$ cat src/rtl/bist_misr_compactor.sv
// bist_misr_compactor: 8-bit MISR response compactor with pattern count and golden-signature check
module bist_misr_compactor #(
  parameter int unsigned NPAT = 255,
  parameter logic [7:0] POLY = 8'h1D,
  parameter logic [7:0] SEED = 8'h00
) (
  input  logic        clk,
  input  logic        rst,
  input  logic        start,
  input  logic        z_valid,
  input  logic [7:0]  z_in,
  input  logic [7:0]  golden,
  output logic        busy,
  output logic        done,
  output logic        pass,
  output logic [7:0]  signature,
  output logic [15:0] pat_count
);
  typedef enum logic [1:0] {IDLE, RUN, DONE} state_t;
  localparam logic [15:0] LAST = 16'(NPAT - 1);
  state_t state, state_nx;
  logic load, cap, last;
  logic [7:0] sig_nx;
  always_comb begin
    load = start && (state != RUN);
    cap = (state == RUN) && z_valid;
    last = cap && (pat_count == LAST);
    sig_nx = {signature[6:0], 1'b0} ^ (signature[7] ? POLY : 8'h00) ^ z_in;
    state_nx = load ? RUN : last ? DONE : state;
  end
  always_ff @(posedge clk) begin
    if (rst) begin
      state <= IDLE;
      busy <= 1'b0;
      done <= 1'b0;
      pass <= 1'b0;
      signature <= SEED;
      pat_count <= 16'd0;
    end else begin
      state <= state_nx;
      busy <= state_nx == RUN;
      done <= state_nx == DONE;
      if (load) begin
        signature <= SEED;
        pat_count <= 16'd0;
        pass <= 1'b0;
      end else if (cap) begin
        signature <= sig_nx;
        pat_count <= pat_count + 16'd1;
        if (last) pass <= sig_nx == golden;
      end
    end
  end
endmodule

$ cat config.mk
export PLATFORM = sky130hd
export DESIGN_NAME = bist_misr_compactor
export DESIGN_NICKNAME = d
export VERILOG_FILES = /design/src/rtl/bist_misr_compactor.sv
export SDC_FILE = /design/constraint.sdc
export NUM_CORES = 1
export LEC_CHECK = 0
export CORE_ASPECT_RATIO = 0.9
export CORE_UTILIZATION = 49
export DETAILED_ROUTE_END_ITERATION = 10
export PLACE_DENSITY = 0.94
export REMOVE_ABC_BUFFERS = 1
export SLEW_MARGIN = 20
export SYNTH_ARGS = -nofsm -noshare
export SYNTH_HDL_FRONTEND = slang
export SYNTH_SLANG_ARGS = --single-unit
$ cat constraint.sdc
create_clock -name clk -period 3.7 [get_ports clk]
set_clock_uncertainty 0.2 [all_clocks]
set_input_delay 0.925 -clock clk [delete_from_list [all_inputs] [get_ports clk]]
set_output_delay 0.925 -clock clk [all_outputs]
set_load 0.02 [all_outputs]
# Word-level counts from Yosys, hierarchy flattened
# Cells that the tools add are included.
word_totals:
  elab_cells: 23
  reg_bits: 29
op_classes:
  addsub: 1
  n_bitwise: 2
  n_mux: 3
  n_eq_ne: 6
  reduce_logical: 5
ops:
  columns: ["operator", "count"]
  rows:
  - ["$add 16x1->16 const B", 1]
  - ["$eq 16x8->1 const B", 1]
  - ["$eq 8x8->1", 1]
  - ["$xor 8x5->8", 1]
  - ["$xor 8x8->8", 1]
  - ["$mux 5", 1]
  - ["$eq 2x1->1 const B", 2]
  - ["$mux 2", 2]
  - ["$logic_and 1x1->1", 3]
  - ["$eq 2x2->1 const B", 1]
  - ["$ne 2x1->1 const B", 1]
  - ["$reduce_and 2->1", 1]
  - ["$reduce_or 2->1", 1]

# Depth between registers and ports, before layout
depth:
  ltp_word: 6
  mapped_depth: 6
  ltp_nobuf: 6

# Worst setup path before layout
# Ideal clock, no wire load.
synth_path:
  path_type: "input port to flip-flop"
  startpoint: "input z_valid"
  endpoint: "register pat_count[14]"
  setup_time_ns: 0.128
  t_arrival_ns: 1.717
  t_required_ns: 3.372
  path_buffers: 0
  cell_stages: 5
  slack_ns: 1.655
  cell_sequence: "and3b_1 -> nand3_2 -> nor4_2 -> xnor2_1 -> nor2_1"
synth_via:
  elab_chain_len: 1
synth_rtl:
  columns: ["item", "line", "rtl"]
  rows:
  - ["start: declaration", "10", "input logic z_valid,"]
  - ["$logic_and 1x1->1", "26", "cap = (state == RUN) && z_valid;"]
  - ["end signal: assignment", "49", "pat_count <= pat_count + 16'd1;"]
  - ["end: declaration", "17", "output logic [15:0] pat_count"]
# Every way passes these cells.
# A chain may end at the register's enable or synchronous reset.

# Worst setup path in the final report
layout_path:
  startpoint: "register signature[7]"
  endpoint: "output signature[7]"
layout_lines:
  columns: ["item", "line", "rtl"]
  rows:
  - ["start: declaration", "16", "output logic [7:0] signature,"]
  - ["start signal: assignment", "48", "signature <= sig_nx;"]
# No word-level cell between the ends.

==> metrics.md <==
| Metric | Value |
|---|---|
| Post-Syn Area | `0.00144 mm²` |
| H-tree depth reported by CTS | `2` |
| I/O Pins | `47` |
| Run status | `completed` |
| Synth cell types | `34` |
| Number of antenna violations at the first check in global routing | `0` |
| Synth top area share | `0.403` |
| Global-route wire length before repair | `5510 µm` |
| Total of max-cap violations | `0` |
| Kind of start point of the critical path | `register` |
| Total Routed Length | `3490 µm` |
| Largest net degree at the start of global routing | `29` |
| Share of the cycle needed by the critical path after routing | `0.751` |
| Critical path startpoint | `signature[7]$_SDFFE_PP0P_` |
| Worst Path Max Fanout | `9` |
| Area contributors post-synth | `sky130_fd_sc_hd__dfxtp_1 40%, sky130_fd_sc_hd__xnor2_1 15%, sky130_fd_sc_hd__nor2_1 6.3%, sky130_fd_sc_hd__xor2_1 3.6%, sky130_fd_sc_hd__a211oi_1 3.1%` |
| Total via count after detailed routing | `1294` |
| Minimum setup slack after placement | `0.778 ns` |
| PostCTS Resize Cnt | `0` |
| Post-layout worst setup margin | `0.923 ns` |
| Routed wl met2 | `1770 µm` |
| Drc violations | `0` |
| Cell at the slowest stage of the critical path | `sky130_fd_sc_hd__clkdlybuf4s50_1` |
| Cell leakage power | `0.693 nW` |
| Final setup violating endpoints | `0` |
| Delay of the slowest cell on the worst path | `0.69 ns` |
| Dominant register cell in the synthesized netlist | `sky130_fd_sc_hd__dfxtp_1` |
| Leading area contributor after synthesis | `sky130_fd_sc_hd__dfxtp_1` |
| Number of cells produced by synthesis | `155` |
| Capturing element type of the critical path | `primary output` |
| Highest routing layer actually used | `met4` |
| Part of the Yosys area used for sequential elements | `0.403` |
| Count of endpoints failing hold in the final timing report | `0` |
| Register clock-pin slew on the reported worst setup and hold paths | `0.10 ns` |
| Sink Count | `29` |
| Critical path capture point | `signature[7]` |
| Vertical die dimension | `53.5 µm` |
| Proportion of layout cells with a drive suffix above 1 | `0.0686` |
| Final global-route overflow total | `0` |
| Headroom to the max-slew limit | `0.411` |
| Post-CTS setup repair buffer count | `0` |
| Total power draw | `0.697 mW` |
| CP Cell Sequence | `clkdlybuf4s50_1` |
| Post-synthesis register bit count | `29` |
| Number of inserted diodes | `0` |
| Half-perimeter wire length after placement | `2590 µm` |
| Final slew viol count | `0` |
| Highest Clock Rate | `360 MHz` |
| Starting density of the core | `0.520` |
| Via density per instance | `5.30` |
| Number of enable-type register cells in the synthesized netlist | `0` |
| Setup slack on the worst flop-to-flop path | `1.74 ns` |
| Post-synth ARST share | `0` |
| Area inside the core boundary | `0.00277 mm²` |
| Hold crit path type | `reg -> reg` |
| Master cell of the clock root buffer | `sky130_fd_sc_hd__clkbuf_4` |
| Total die area | `0.00316 mm²` |
| Global placement routability congestion | `0.777` |
| Die span in x | `59.2 µm` |
| Number of global-route vias before repair | `1224` |
| Category of the critical setup timing path | `reg -> out` |
| Setup tns final | `0 ns` |
| Count of buffering cells on the critical path with inverters included | `1` |
| Pwr dens | `346 mW/mm²` |
| Routed met3 length | `176 µm` |
| Layout Nets | `225` |
| Worst endpoint data arrival time | `1.65 ns` |
| Synthesis-to-layout area growth | `39.8%` |
| WL/cell | `14.3 µm` |
| Bufs on Longest Clock Path | `2` |
| Cell count along the critical path | `1` |
| Met1 routed wirelength after detailed routing | `1440 µm` |
| Minimum clock period | `2.78 ns` |
| Synth warnings | `0` |
| RSZ-0062 raised after global routing | `no` |
| Depth of the worst register-to-register path | `5` |
| Number of placement rows | `18` |
| Number of buffer cells added on primary ports | `46` |
| Critical path data required time | `2.57 ns` |
| Iteration count of the initial detailed-routing pass | `4` |
| CTS tree | `built` |
| Transition at the pin with the smallest max-transition slack | `0.884 ns` |
| Mean instance size in the synthesized netlist | `9.30 µm²` |
| Start of the worst register-to-register path | `state[0]$_SDFF_PP0_` |
| Reg-to-Reg End | `pat_count[14]$_SDFFE_PP0P_` |
| Worst ir drop on vdd | `0.403 mV` |
| Number of design-rule violations left by the first detailed-router iteration | `32` |
| Total of hold buffers inserted after clock tree synthesis | `0` |
| Remaining antenna violation count | `0` |
| Clock insertion delay at the later pin of the skew report | `0.34 ns` |
| Cts bufs inserted | `5` |
| Total Routing Usage GR | `0.247` |
| Dominant delay contributor by cell family on the critical path | `buffers and inverters` |
==> per-layer routing <==
metal	vias up	track usage
li1	621	-
met3	12	0.0562
met4	0	0.139
met2	46	0.436
met1	615	0.273
met5	-	0
==> cell families after synthesis <==
group	share of synthesized area
and+or+nand+nor	0.242
xor gates and xnor gates	0.214
DFF	0.403
AOI/OAI and AO/OA	0.0694
buffers and inverters	0.0339
muxes	0.0208
adders and majority gates	0.0174
==> cells in the final DEF (no fill, tap or decap), drive strengths merged, types with 3 or more instances in the layout <==
cell type / n
clkbuf: 7
o21ai: 3
inv: 5
nand2: 7
nand2b: 3
nor3: 4
dfxtp: 29
a211oi: 6
xnor2: 24
and4: 3
or3: 3
nor2: 24
nand3: 6
mux2i: 3
clkdlybuf4s50: 46
a21oi: 5
nor4: 4
xor2: 6
==> sequential cells by signal, indices dropped and copies added, names as in the netlist <==
name,flops
pat_count,16
signature,8
state,2
busy,1
done,1
pass,1
==> worst min-delay path by stage <==
stage | startpoint | end | cells past startpoint | slack (ns)
after floorplan | state[1]$_SDFF_PP0_ | state[1]$_SDFF_PP0_ | 2 | 0.24
final | state[1]$_SDFF_PP0_ | state[1]$_SDFF_PP0_ | 2 | 0.27
after global placement | pass$_SDFFE_PP0P_ | pass$_SDFFE_PP0P_ | 2 | 0.25
after global routing | state[1]$_SDFF_PP0_ | state[1]$_SDFF_PP0_ | 2 | 0.30
after detailed placement | state[1]$_SDFF_PP0_ | state[1]$_SDFF_PP0_ | 2 | 0.26
after CTS | state[1]$_SDFF_PP0_ | state[1]$_SDFF_PP0_ | 2 | 0.27
==> area by class of cell <==
cell class                      count  area (µm²)
Tap cell                           40        50.0
Clock buffer                        7        55.1
Clock inverter                      1        30.0
Timing Repair Buffer               47         468
Fill cell                         224         756
Sequential cell                    29         581
Multi-Input combinational cell    115         812
Inverter                            5        18.8
==> power by group <==
group	internal, mW	switching [mW]
Combinational	0.0532	0.0442
Sequential	0.318	0.00676
Clock	0.161	0.113
Total	0.532	0.164
==> stage by stage <==
stage / hold WS, ns / area [µm²] / utilization / std cells
after floorplan: 0.243 / 1410 / - / 149
after global placement: 0.250 / 1930 / 0.696 / 236
after detailed placement: 0.260 / 1930 / 0.696 / 236
after CTS: 0.273 / 2010 / 0.727 / 244
after global routing: 0.300 / 2010 / 0.727 / 244
final: 0.275 / 2010 / 0.727 / 244
==> cells in the mapped netlist, types with 3 or more instances <==
cell / instances
sky130_fd_sc_hd__nand3_1: 4
sky130_fd_sc_hd__a21oi_1: 5
sky130_fd_sc_hd__nand2b_1: 3
sky130_fd_sc_hd__nor3_1: 4
sky130_fd_sc_hd__xor2_1: 6
sky130_fd_sc_hd__mux2i_1: 3
sky130_fd_sc_hd__buf_2: 3
sky130_fd_sc_hd__nor2_1: 24
sky130_fd_sc_hd__nand2_1: 7
sky130_fd_sc_hd__dfxtp_1: 29
sky130_fd_sc_hd__o21ai_0: 3
sky130_fd_sc_hd__a211oi_1: 6
sky130_fd_sc_hd__or3_1: 3
sky130_fd_sc_hd__xnor2_1: 24
sky130_fd_sc_hd__inv_1: 5
Power figures use the tool's default switching activity.
